File: src/rtl/captura_jogadas_if.sv
// Bundle of the key, control and play-queue signals of the capture unit.
// master: the board/consumer side that drives keys and pops plays.
// slave: the capture unit itself.
interface captura_jogadas_if #(
    parameter int N            = 6,
    parameter int PROFUNDIDADE = 4
);
    logic [N-1:0]                        chaves;
    logic                                habilita;
    logic                                consome;
    logic                                limpa;
    logic                                jogada_valida;
    logic [N-1:0]                        jogada;
    logic                                ocorreu_jogada;
    logic                                estouro;
    logic [$clog2(PROFUNDIDADE+1)-1:0]   ocupacao;
    logic [N-1:0]                        db_chaves;

    modport master (
        output chaves, habilita, consome, limpa,
        input  jogada_valida, jogada, ocorreu_jogada, estouro, ocupacao, db_chaves
    );

    modport slave (
        input  chaves, habilita, consome, limpa,
        output jogada_valida, jogada, ocorreu_jogada, estouro, ocupacao, db_chaves
    );
endinterface

File: src/rtl/captura_jogadas.sv
// Player key capture: sync + optional debounce + masked rising-edge detect, snapshots queued in a FWFT FIFO.
// Latency: key rise to push is 4 edges (3 after the first sampling edge), plus DEBOUNCE_CICLOS with CAPTURA_DEBOUNCE_EN.
// Backpressure: none towards keys; a full FIFO drops the event and sets sticky estouro unless a pop frees a slot that cycle.
module captura_jogadas #(
    parameter int           N               = 6,
    parameter logic [N-1:0] MASCARA         = N'(6'b000011),
    parameter int           PROFUNDIDADE    = 4,
    parameter int           DEBOUNCE_CICLOS = 4
) (
    input  logic            clock,
    input  logic            reset,
    captura_jogadas_if.slave bus
);
    localparam int PW = (PROFUNDIDADE > 1) ? $clog2(PROFUNDIDADE) : 1;
    localparam int CW = $clog2(PROFUNDIDADE+1);

    // Reject configurations the pointer arithmetic cannot support.
    generate
        if (PROFUNDIDADE < 2 || (PROFUNDIDADE & (PROFUNDIDADE-1)) != 0 || DEBOUNCE_CICLOS < 1) begin : g_param_invalido
            $error("captura_jogadas: PROFUNDIDADE must be a power of two >= 2 and DEBOUNCE_CICLOS >= 1");
        end
    endgenerate

    logic [N-1:0]    s1, s2, filt, ant, borda;
    logic            evento;
    logic [N-1:0]    mem [PROFUNDIDADE];
    logic [PW-1:0]   wptr, rptr;
    logic [CW-1:0]   count;
    logic            ocorreu_r, estouro_r;
    logic            vazia, cheia, pop_ok, push_ok, descarte;

    // Two-flop synchroniser for the asynchronous key bank.
    always_ff @(posedge clock) begin
        if (reset) begin
            s1 <= '0;
            s2 <= '0;
        end else begin
            s1 <= bus.chaves;
            s2 <= s1;
        end
    end

`ifdef CAPTURA_DEBOUNCE_EN
    localparam int DW = $clog2(DEBOUNCE_CICLOS+1);
    logic [DW-1:0] cnt [N];

    // Per-bit stability filter: filt follows s2 only after it differs steadily for the whole window.
    always_ff @(posedge clock) begin
        if (reset) begin
            filt <= '0;
            for (int i = 0; i < N; i++) cnt[i] <= '0;
        end else begin
            for (int i = 0; i < N; i++) begin
                if (s2[i] == filt[i]) begin
                    cnt[i] <= '0;
                end else if (cnt[i] == DW'(DEBOUNCE_CICLOS)) begin
                    filt[i] <= s2[i];
                    cnt[i]  <= '0;
                end else begin
                    cnt[i] <= cnt[i] + DW'(1);
                end
            end
        end
    end
`else
    // Without debouncing the filter stage is a plain register.
    always_ff @(posedge clock) begin
        if (reset) filt <= '0;
        else       filt <= s2;
    end
`endif

    // History of the filtered keys for edge detection; zero after reset so held keys fire once.
    always_ff @(posedge clock) begin
        if (reset) ant <= '0;
        else       ant <= filt;
    end

    // Edge detect and push/pop arbitration; a pop on a full FIFO makes room for a same-cycle push.
    always_comb begin
        borda    = filt & ~ant & MASCARA;
        evento   = (|borda) & bus.habilita;
        vazia    = (count == '0);
        cheia    = (count == CW'(PROFUNDIDADE));
        pop_ok   = bus.consome & ~vazia;
        push_ok  = evento & (~cheia | pop_ok);
        descarte = evento & cheia & ~pop_ok;
    end

    // Queue control: flush has priority over push/pop; estouro is sticky until flush or reset.
    always_ff @(posedge clock) begin
        if (reset) begin
            wptr      <= '0;
            rptr      <= '0;
            count     <= '0;
            ocorreu_r <= 1'b0;
            estouro_r <= 1'b0;
        end else if (bus.limpa) begin
            wptr      <= '0;
            rptr      <= '0;
            count     <= '0;
            ocorreu_r <= 1'b0;
            estouro_r <= 1'b0;
        end else begin
            if (push_ok) wptr <= wptr + PW'(1);
            if (pop_ok)  rptr <= rptr + PW'(1);
            count     <= count + CW'(push_ok) - CW'(pop_ok);
            ocorreu_r <= push_ok;
            if (descarte) estouro_r <= 1'b1;
        end
    end

    // Snapshot storage; contents are don't-care while the count says a slot is free.
    always_ff @(posedge clock) begin
        if (!reset && !bus.limpa && push_ok) mem[wptr] <= filt;
    end

    assign bus.jogada_valida  = ~vazia;
    assign bus.jogada         = vazia ? '0 : mem[rptr];
    assign bus.ocorreu_jogada = ocorreu_r;
    assign bus.estouro        = estouro_r;
    assign bus.ocupacao       = count;
    assign bus.db_chaves      = filt;
endmodule

File: src/flat_wrapper.sv
// flat-port wrapper written by rule: the top's interface ports become plain ports
module captura_jogadas_flat 
#(
    parameter int           N               = 6,
    parameter logic [N-1:0] MASCARA         = N'(6'b000011),
    parameter int           PROFUNDIDADE    = 4,
    parameter int           DEBOUNCE_CICLOS = 4
)
  (clock, reset, bus_chaves, bus_habilita, bus_consome, bus_limpa, bus_jogada_valida, bus_jogada, bus_ocorreu_jogada, bus_estouro, bus_ocupacao, bus_db_chaves);
  captura_jogadas_if #(.N(N), .PROFUNDIDADE(PROFUNDIDADE)) bus_i ();
  input  logic clock;
  input  logic reset;
  input wire logic [$bits(bus_i.chaves)-1:0] bus_chaves;
  input wire logic [$bits(bus_i.habilita)-1:0] bus_habilita;
  input wire logic [$bits(bus_i.consome)-1:0] bus_consome;
  input wire logic [$bits(bus_i.limpa)-1:0] bus_limpa;
  output wire logic [$bits(bus_i.jogada_valida)-1:0] bus_jogada_valida;
  output wire logic [$bits(bus_i.jogada)-1:0] bus_jogada;
  output wire logic [$bits(bus_i.ocorreu_jogada)-1:0] bus_ocorreu_jogada;
  output wire logic [$bits(bus_i.estouro)-1:0] bus_estouro;
  output wire logic [$bits(bus_i.ocupacao)-1:0] bus_ocupacao;
  output wire logic [$bits(bus_i.db_chaves)-1:0] bus_db_chaves;
  assign bus_i.chaves = bus_chaves;
  assign bus_i.habilita = bus_habilita;
  assign bus_i.consome = bus_consome;
  assign bus_i.limpa = bus_limpa;
  assign bus_jogada_valida = bus_i.jogada_valida;
  assign bus_jogada = bus_i.jogada;
  assign bus_ocorreu_jogada = bus_i.ocorreu_jogada;
  assign bus_estouro = bus_i.estouro;
  assign bus_ocupacao = bus_i.ocupacao;
  assign bus_db_chaves = bus_i.db_chaves;
  captura_jogadas #(.N(N), .MASCARA(MASCARA), .PROFUNDIDADE(PROFUNDIDADE), .DEBOUNCE_CICLOS(DEBOUNCE_CICLOS)) u_core (.clock(clock), .reset(reset), .bus(bus_i));
endmodule
File: config.mk
export PLATFORM = sky130hd
export DESIGN_NAME = captura_jogadas_flat
export DESIGN_NICKNAME = d
export VERILOG_FILES = /design/src/rtl/captura_jogadas_if.sv /design/src/rtl/captura_jogadas.sv /design/src/flat_wrapper.sv
export SDC_FILE = /design/constraint.sdc
export NUM_CORES = 1
export LEC_CHECK = 0
export CAP_MARGIN = 20
export CORE_MARGIN = 2
export CORE_UTILIZATION = 45
export DETAILED_ROUTE_END_ITERATION = 8
export GPL_TIMING_DRIVEN = 0
export PLACE_DENSITY = 0.78
export SKIP_LAST_GASP = 1
export SYNTH_ARGS = -nofsm -noshare
export SYNTH_HDL_FRONTEND = slang
export SYNTH_SLANG_ARGS = --single-unit
File: constraint.sdc
create_clock -name clock -period 4.15 [get_ports clock]
set_input_delay 0.415 -clock clock [delete_from_list [all_inputs] [get_ports clock]]
set_output_delay 0.415 -clock clock [all_outputs]
set_load 0.1 [all_outputs]
==> results of run 1 <==
## final timing paths
check / from / to / slack (ns) / depth (start not counted)
max: flip-flop / bus_jogada[3] / 1.22 / 4
min: u_core.s1[4] / u_core.s2[4] / 0.44 / 1
max reg2reg: u_core.bus.ocupacao[1] / u_core.bus.ocupacao[2] / 1.89 / 9
min reg2reg: u_core.s1[4] / u_core.s2[4] / 0.44 / 1
## critical path, cell delays in order (launching register included)
cell and delay [ns]:
dfxtp_1 0.32, buf_2 0.22, mux4_2 0.53, nor2b_1 0.15
clkdlybuf4s50_1 1.00
## flip-flops by register name (all words and copies together), names as in the netlist, named ones only
register and count:
u_core.ant 2, u_core.bus.db_chaves 6, u_core.s1 6, u_core.mem 24
u_core.bus.ocorreu_jogada 1, u_core.wptr 2, u_core.bus.ocupacao 3, u_core.bus.estouro 1
u_core.rptr 2, u_core.s2 6
## logic make-up (layout without fill, tap and decap cells)
logic type	count (synthesis)	count (layout)	synth area share
flip-flops	55	55	0.667
AND/OR/NAND/NOR	49	49	0.142
buffers and inverters	13	49	0.0249
multiplexers	8	8	0.0771
adder cells (fa/ha/maj)	7	7	0.0473
AO/OA/AOI/OAI	5	5	0.0243
XOR/XNOR	4	4	0.0174
## power by group through the flow
stage / sequential (mW) / clock, mW / combinational [mW]
after floorplan: 0.604 / 0 / 0.0311
after detailed placement: 0.588 / 0 / 0.0711
final: 0.575 / 0.290 / 0.0701
after global placement: 0.587 / 0 / 0.0690
after global routing: 0.577 / 0.321 / 0.0752
after CTS: 0.575 / 0.299 / 0.0712
## routing by layer
layer | part of all wire | up-vias | routed length (µm) | global-route usage
met3 | 0.047 | 5 | 141 | 0.0527
met1 | 0.42 | 530 | 1270 | 0.161
met2 | 0.52 | 25 | 1580 | 0.227
met4 | 0.013 | 0 | 40 | 0.0440
li1 | - | 552 | - | -
met5 | 0 | - | 0 | 0
## through the flow
step | std cells | setup slack, ns | hold WS [ns]
after global placement | 221 | 1.55 | 0.418
after detailed placement | 221 | 1.52 | 0.423
after CTS | 229 | 1.19 | 0.445
after floorplan | 141 | 1.02 | 0.414
after global routing | 229 | 1.00 | 0.463
final | 229 | 1.22 | 0.442
## placed cells by master (no fill, tap or decap), drive strengths merged, types with 4 or more instances in the layout
master,netlist,routed
and3,4,4
nor2b,26,26
dfxtp,31,31
nor2,6,6
clkbuf,3,8
ha,6,6
clkdlybuf4s50,0,28
mux4,6,6
inv,9,9
edfxtp,24,24
nand2,4,4
## final cells by class
class | instances | area, µm²
sequential | 55 | 1340
buffer | 4 | 16.3
fill | 363 | 1870
clock buffer | 5 | 68.8
multi-input combinational | 73 | 621
tap | 52 | 65.1
clock inverter | 3 | 25.0
timing repair buffer | 28 | 280
inverter | 9 | 33.8
==> summary.txt, run 1 <==
Run status
  • Status: finished clean

Placement
  • HPWL after DPL: roughly 2300 µm
  • Placed cell areas: 2360 µm²
  • Gp weighted congestion: roughly 0.7
  • IO buf count: 28

STA
  • Crit share post-route: 0.705
  • Tightest Pin Transition: 0.985 ns
  • Skew final: 0.00997 ns
  • Final Hold Violating Endpoints: 0
  • RSZ-0062 raised after global routing: false
  • Slew Viols, Final: 0
  • Maximum clock rate: about 340 MHz
  • Final setup fails: 0
  • Fin crit period: 2.93 ns
  • Slew Limit Headroom: 0.341
  • Fin Setup TNS: 0 ns

Synthesis
  • Top cells by count, synth: dfxtp_1, nor2b_1, edfxtp_1
  • Async S/R FF share, synth: 0
  • Post-Synthesis Cells: 141
  • Area leader, netlist: edfxtp_1
  • Cell Area, Synth: around 2000 µm²
  • FF+latch count, synth: 55
  • Count leader, synth: dfxtp_1
  • Mean post-synth cell area: between 10 and 15 µm²
  • Synth top area share: 0.358
  • Yosys cell types: 25
  • Syn_nets: 159
  • Top FF cell, synth: dfxtp_1
  • Number of synthesis warnings: 0
  • EDFF count, synth: 24
  • Top post-synthesis cells by area: edfxtp_1, dfxtp_1, nor2b_1
  • Sequential area share after synthesis: 0.667

Detailed routing
  • Via Count: 1,112
  • Detailed Route WL: 3030 µm
  • Vias/cell: 4.86
  • Iteration-0 DRC Markers: 62
  • DRC viols: 0
  • Drt pass-1 iters: 4
  • Detail Route Antenna Nets: 0
  • Routed wire per std cell: 13.2 µm

CTS
  • Number of gates resized after cts: 0
  • Number of post-CTS setup repair buffers: 0
  • Worst-path clk slew: approximately 0.090 ns
  • Later-pin clock latency in the skew report: 0.31 ns
  • CTS H-tree depth: 2
  • CTS buffer count: 5
  • Longest Clk Path Bufs: 2
  • Hold Buf Count CTS: 0
  • Root Driver: clkbuf_8
  • TritonCTS clock tree: done
  • Clock Sinks: 55

Flow run
  • Max Cap Violations: 0

Critical path
  • Critical path type: reg -> out
  • CP endpoint kind: primary output
  • CP required: 3.73 ns
  • Crit Path Max Fanout: 6
  • Startpoint types: flip-flop
  • Arrival time worst endpoint: approximately 2.5 ns

Hold path
  • Worst hold path class: reg -> reg

Global routing
  • Grt total ovfl: 0
  • Initial antenna violation count: 0
  • GR Util All Layers: 0.136
  • Global-route wire length before repair: 5220 µm
  • Vias in the first global route: 1,160
  • Largest net degree at the start of global routing: 19

Pwr
  • VDD IR max: 235 µV
  • PwrDens: 381 nW/µm²
  • Reg power frac: 0.615
  • Leakage power: 0.886 nW
  • Switching share of power: 0.234
  • Sw power: 0.219 mW
  • Comb power frac: 0.075
  • Int Power: 0.716 mW
  • Clk pwr share: 0.310
  • Pwr Total: 0.935 mW

Floorplan
  • DIE HEIGHT: 70.9 µm
  • IO Count: 29
  • Core Rows: 24
  • Core area: 4320 µm²
  • DIE WIDTH: 70.9 µm
  • Starting Density: 0.465
  • Die Area: around 5000 µm²

Finish
  • Ant. Diodes: 0
  • Share of layout cells above drive strength 1: 0.0960
  • Utilization after layout: 0.567
  • Synth-to-layout area growth: 21.8%
  • Final instance area: 2450 µm²
  • Nets@finish: 194
Power figures use the tool's default switching activity.
==> inputs of run 2 (changes only) <==
--- a/config.mk
+++ b/config.mk
@@ -10,7 +10,7 @@
 export CORE_UTILIZATION = 45
 export DETAILED_ROUTE_END_ITERATION = 8
 export GPL_TIMING_DRIVEN = 0
-export PLACE_DENSITY = 0.78
+export PLACE_DENSITY = 0.81
 export SKIP_LAST_GASP = 1
 export SYNTH_ARGS = -nofsm -noshare
 export SYNTH_HDL_FRONTEND = slang
==> constraint.sdc (replaced) <==
create_clock -name clock -period 2.5 [get_ports clock]
set_input_delay 0.25 -clock clock [delete_from_list [all_inputs] [get_ports clock]]
set_output_delay 0.25 -clock clock [all_outputs]
set_load 0.1 [all_outputs]
==> run 2 against run 1 <==
Net effect: wire length rose by 2.7%; flip-flop and latch count did not move; final area rose by 0.71%; via count rose by 0.36%; register-to-register slack got worse by 1.6 ns; die area did not move; clock skew fell by 0.0057 ns; non-clock buffer count did not move; core utilization rose by 0.41 points; clock-buffer cell count did not move.
==> summary.txt, run 2 (same netlist as run 1, synthesis figures left out) <==
CTS
  • TritonCTS clock tree: done
  • Hold Buf Count CTS: 0
  • Longest Clk Path Bufs: 2
  • Later-pin clock latency in the skew report: 0.30 ns
  • Clock Sinks: 55
  • Worst-path clk slew: 0.09 ns
  • Root Driver: clkbuf_8
  • CTS H-tree depth: 2
  • CTS buffer count: 5

Floorplan
  • DIE HEIGHT: 70.9 µm
  • Die Area: 5020 µm²
  • DIE WIDTH: 70.9 µm
  • Core Rows: 24
  • IO Count: 29
  • Starting Density: 0.465
  • Core area: roughly 4300 µm²

STA
  • Tightest Pin Transition: 0.990 ns
  • Crit share post-route: 0.942
  • Maximum clock rate: 424 MHz
  • Final setup fails: 0
  • RSZ-0062 raised after global routing: false
  • Hold_ws: around 0.44 ns
  • Slew Limit Headroom: 0.338
  • Fin Setup TNS: 0 ns
  • Fin crit period: 2.36 ns
  • Skew final: about 0.0043 ns
  • Final Hold Violating Endpoints: 0
  • Slew Viols, Final: 0

Finish
  • # fillers: 367
  • Max reg flops: 24
  • Non-filler cells, final: 229
  • Synth-to-layout area growth: 22.7%
  • Most frequent cells in the layout: dfxtp_1, nor2b_1, edfxtp_1, clkdlybuf4s50_1, inv_1
  • Largest Register: u_core.mem
  • Nets@finish: roughly 190
  • Commonest non-fill, non-tap cell in the layout: dfxtp_1
  • Final instance area: roughly 2500 µm²
  • Ant. Diodes: 0
  • Share of layout cells above drive strength 1: 0.113

Global routing
  • GR Util All Layers: 0.138
  • Global-route wire length before repair: 5130 µm
  • Initial antenna violation count: 0
  • Largest net degree at the start of global routing: 17
  • Grt total ovfl: 0
  • Vias in the first global route: 1,168

Detailed routing
  • DRC viols: 0
  • Routed wire per std cell: 13.6 µm
  • Met1 WL: 1230 µm
  • Top sig layer: met4
  • DR WL met2: 1710 µm
  • Vias/cell: around 4.9
  • Via Count: 1,116
  • Iteration-0 DRC Markers: 49
  • Detail Route Antenna Nets: 0
  • Detailed Route WL: 3110 µm
  • Drt pass-1 iters: 4
  • Met3 routed WL: around 120 µm

Placement
  • HPWL after DPL: approximately 2300 µm
  • Placed cell areas: 2360 µm²
  • IO buf count: 28
  • Gp weighted congestion: 0.682
  • Placed cells: 221

Pwr
  • Leakage power: 0.943 nW
  • Pwr Total: 1.62 mW
  • PwrDens: 657 nW/µm²
  • VDD IR max: roughly 380 µV

Critical path
  • Crit-path cells: buf_2 -> mux4_2 -> nor2b_1 -> dlygate4sd2_1
  • Arrival time worst endpoint: 2.11 ns
  • Crit Path Max Fanout: 6
  • Startpoint types: flip-flop
  • CP max stage cell: dlygate4sd2_1
  • CP peak stage delay: 0.61 ns
  • CP endpoint kind: primary output
  • CP required: 2.25 ns
  • Critical path type: reg -> out

Run status
  • Status: finished clean

Flow run
  • Max Cap Violations: 0

Hold path
  • Worst hold path class: reg -> reg
## run 2: cell types whose count changed in the layout (fill, tap and decap cells not counted), moves of 2 or more
cell | previous run | this run
clkdlybuf4s50_1 | 28 | 21
dlygate4sd2_1 | 0 | 6
dfxtp_1 | 31 | 28
dfxtp_2 | 0 | 3
clkinv_4 | 2 | 0
## run 2: final cells by class
cell class	count	area (µm²)	area share
timing repair buffer	28	275	0.112
tap	52	65.1	0.0264
sequential	55	1350	0.545
clock buffer	5	68.8	0.0279
multi-input combinational	73	626	0.253
clock inverter	3	38.8	0.0157
buffer	4	16.3	0.00659
inverter	9	33.8	0.0137
## run 2: power breakdown
part | internal [mW] | switching, mW
Sequential | 0.947 | 0.00875
Clock | 0.292 | 0.259
Combinational | 0.0414 | 0.0751
## run 2: layer usage
layer  vias up  track usage
li1        551            -
met1       541        0.143
met2        20        0.249
met3         4       0.0470
met4         0       0.0629
met5         -            0
## run 2: final timing paths
kind                                             start                      to  slack [ns]  cells after the start
worst min-delay path                      u_core.s1[1]            u_core.s2[1]        0.44                      1
worst min register to register            u_core.s1[1]            u_core.s2[1]        0.44                      1
worst max-delay path                         flip-flop           bus_jogada[4]        0.14                      4
worst max register to register  u_core.bus.ocupacao[1]  u_core.bus.ocupacao[2]        0.28                      9
## run 2: stage by stage
stage,util,worst slack (ns)
3_5_place_dp,0.546,0.0527
3_3_place_gp,0.546,0.0623
4_1_cts,0.570,0.0361
2_1_floorplan,-,-0.419
5_1_grt,0.571,0.0251
6_report,0.571,0.144
## run 2: worst max-delay path, delay by kind of cell, from the launching register on
family	cells	cell delay (ns)
and+or+nand+nor	1	0.14
muxes	1	0.51
DFF	1	0.32
buffers and inverters	2	0.84
## run 2: timing repair
action / in CTS / in global routing
resized for setup: 7 / 1
setup endpoints to repair: 7 / 1
setup buffers: 0 / 0
endpoints found under the hold margin: 0 / 0
==> inputs of run 3 (changes only) <==
--- a/config.mk
+++ b/config.mk
@@ -5,12 +5,13 @@
 export SDC_FILE = /design/constraint.sdc
 export NUM_CORES = 1
 export LEC_CHECK = 0
+export ABC_AREA = 1
 export CAP_MARGIN = 20
 export CORE_MARGIN = 2
 export CORE_UTILIZATION = 45
 export DETAILED_ROUTE_END_ITERATION = 8
 export GPL_TIMING_DRIVEN = 0
-export PLACE_DENSITY = 0.81
+export PLACE_DENSITY = 0.8
 export SKIP_LAST_GASP = 1
 export SYNTH_ARGS = -nofsm -noshare
 export SYNTH_HDL_FRONTEND = slang
==> run 3 against run 2 <==
Net effect: flip-flop and latch count did not move; total power fell by 2.2%; wire length increased by 3.7%; worst hold slack lost 0.036 ns; non-clock buffer count unchanged; largest power group unchanged; clock power is 14% lower; first-iteration DRC count down 49%; critical path depth fell by 1; setup slack improved by 0.14 ns.
==> summary.txt, run 3 <==
Pwr
  • VDD IR max: 440 µV
  • Sw power: a little under 0.4 mW
  • Clk pwr share: 0.298
  • Switching share of power: 0.248
  • PwrDens: approximately 610 nW/µm²
  • Comb power frac: 0.100
  • Reg power frac: 0.602
  • Leakage power: just over 1 nW
  • Int Power: 1.19 mW

Global routing
  • GR Util All Layers: 0.137
  • Vias in the first global route: 1,265
  • Global-route wire length before repair: about 5600 µm
  • Grt total ovfl: 0
  • Largest net degree at the start of global routing: 19
  • Initial antenna violation count: 0

STA
  • Slew Viols, Final: 0
  • Skew final: ~0.0026 ns
  • Final setup fails: 0
  • RSZ-0062 raised after global routing: false
  • Slew Limit Headroom: 0.348
  • Maximum clock rate: approximately 450 MHz
  • Fin crit period: 2.22 ns
  • Fin Setup TNS: 0 ns
  • Tightest Pin Transition: 0.975 ns
  • Crit share post-route: 0.886
  • Final Hold Violating Endpoints: 0

CTS
  • Hold Buf Count CTS: 0
  • CTS H-tree depth: 2
  • TritonCTS clock tree: done
  • CTS buffer count: 5
  • Longest Clk Path Bufs: 2
  • Worst-path clk slew: 0.09 ns
  • Later-pin clock latency in the skew report: 0.30 ns
  • Clock Sinks: 55
  • Root Driver: clkbuf_8

Critical path
  • Critical path type: reg -> out
  • Crit Path Max Fanout: 4
  • Crit-path cells: nor2_4 -> nand2_4 -> clkdlybuf4s50_1
  • CP endpoint kind: primary output
  • CP peak stage delay: 1.13 ns
  • Startpoint types: flip-flop
  • CP max stage cell: clkdlybuf4s50_1
  • CP required: about 2.3 ns
  • Arrival time worst endpoint: approximately 2.0 ns
  • Buf/Inv on CP: 1
  • Worst path top cell family by delay: buffers and inverters

Synthesis
  • Mean post-synth cell area: 9.94 µm²
  • Synth top area share: 0.342
  • Area leader, netlist: edfxtp_1
  • EDFF count, synth: 24
  • Count leader, synth: nor2_1
  • FF+latch count, synth: between 50 and 60
  • Cell Area, Synth: 2110 µm²
  • Sequential area share after synthesis: 0.637
  • Top post-synthesis cells by area: edfxtp_1, dfxtp_1, nor2_1
  • Syn_nets: 230
  • Post-Synthesis Cells: 212
  • Top cells by count, synth: nor2_1, inv_1, dfxtp_1
  • Yosys cell types: 22
  • Async S/R FF share, synth: 0
  • Top FF cell, synth: dfxtp_1
  • Number of synthesis warnings: 0

Detailed routing
  • Drt pass-1 iters: 4
  • Iteration-0 DRC Markers: 25
  • Detail Route Antenna Nets: 0
  • DRC viols: 0
  • Via Count: 1,336
  • Detailed Route WL: 3220 µm
  • Vias/cell: 4.45
  • Routed wire per std cell: 10.7 µm

Finish
  • Share of layout cells above drive strength 1: 0.145
  • Utilization after layout: 0.584
  • # fillers: 380
  • Synth-to-layout area growth: 23.2%
  • Multi-input gate area: 651 µm²
  • Most frequent cells in the layout: nor2_1, inv_1, dfxtp_1, edfxtp_1, clkdlybuf4s50_1
  • Commonest non-fill, non-tap cell in the layout: nor2_1
  • Ant. Diodes: 0
  • FF/Latch Area: 1350 µm²
  • Max reg flops: 24
  • Largest Register: u_core.mem
  • Nets@finish: 265

Hold path
  • Worst hold path class: reg -> reg

Floorplan
  • Core area: 4440 µm²
  • IO Count: 29
  • DIE WIDTH: 72.4 µm
  • DIE HEIGHT: 72.4 µm
  • Starting Density: 0.474
  • Core Rows: 24
  • Die Area: around 5200 µm²

Placement
  • Gp weighted congestion: 0.740
  • IO buf count: 28
  • HPWL after DPL: 2420 µm

Run status
  • Status: finished clean

Flow run
  • Max Cap Violations: 0
run 3: worst paths after layout:
check | start | endpoint | slack (ns) | cells after the start
max | u_core.bus.ocupacao[1] | bus_jogada_valida | 0.28 | 3
min | u_core.s1[5] | u_core.s2[5] | 0.41 | 2
max reg2reg | u_core.bus.ocupacao[1] | u_core.bus.ocupacao[2] | 0.36 | 11
min reg2reg | u_core.s1[5] | u_core.s2[5] | 0.41 | 2
run 3: cell type report:
cell class                 instances  area share
tap                               52      0.0251
multi-input combinational        107       0.251
sequential                        55       0.518
inverter                          46      0.0665
clock buffer                       5      0.0265
clock inverter                     3     0.00916
timing repair buffer              28      0.0964
buffer                             4     0.00771
run 3: timing repair:
item	CTS	global route
setup buffers	0	0
gates resized for setup	6	12
pin swaps	0	0
endpoints found under the setup margin	6	6
endpoints found under the hold margin	0	0
run 3: power groups by stage:
stage | registers [mW] | clock network (mW) | logic [mW]
4_1_cts | 0.956 | 0.489 | 0.160
6_report | 0.956 | 0.473 | 0.158
5_1_grt | 0.958 | 0.532 | 0.170
3_3_place_gp | 0.976 | 0 | 0.160
3_5_place_dp | 0.977 | 0 | 0.162
2_1_floorplan | 1.00 | 0 | 0.0891
run 3: kinds of logic after synthesis:
kind of cell	after synthesis	share of synthesized area
fa+ha+maj	7	0.0451
flops	55	0.637
compound gates	21	0.0499
xor+xnor	4	0.0202
buf+inv	50	0.0915
simple gates	75	0.157
run 3: worst reg2reg max path, cell delays in order (launching register included):
cell and delay (ns):
dfxtp_2 0.36, nor2_4 0.16, nand2_4 0.08, nand2_4 0.09, inv_1 0.08, ha_1 0.27, inv_1 0.04, ha_1 0.18
fa_1 0.37, xnor2_1 0.21, xor2_1 0.16, nor2_1 0.05
run 3: per-stage QoR:
step	hold WS [ns]	instances	worst slack, ns	total power [mW]	area, µm²
6_report	0.406	300	0.285	1.59	2600
5_1_grt	0.419	300	0.223	1.66	2600
4_1_cts	0.409	300	0.0115	1.61	2620
3_5_place_dp	0.396	292	0.0780	1.14	2530
3_3_place_gp	0.389	292	0.116	1.14	2530
2_1_floorplan	0.357	212	0.000448	1.09	2190
run 3: layer usage:
metal | share of wire | up-vias | wire length [µm] | track usage
met2 | 0.50 | 21 | 1610 | 0.232
met4 | 0.022 | 0 | 70 | 0.0700
met1 | 0.45 | 592 | 1450 | 0.165
li1 | - | 716 | - | -
met5 | 0 | - | 0 | 0
met3 | 0.028 | 7 | 90 | 0.0292
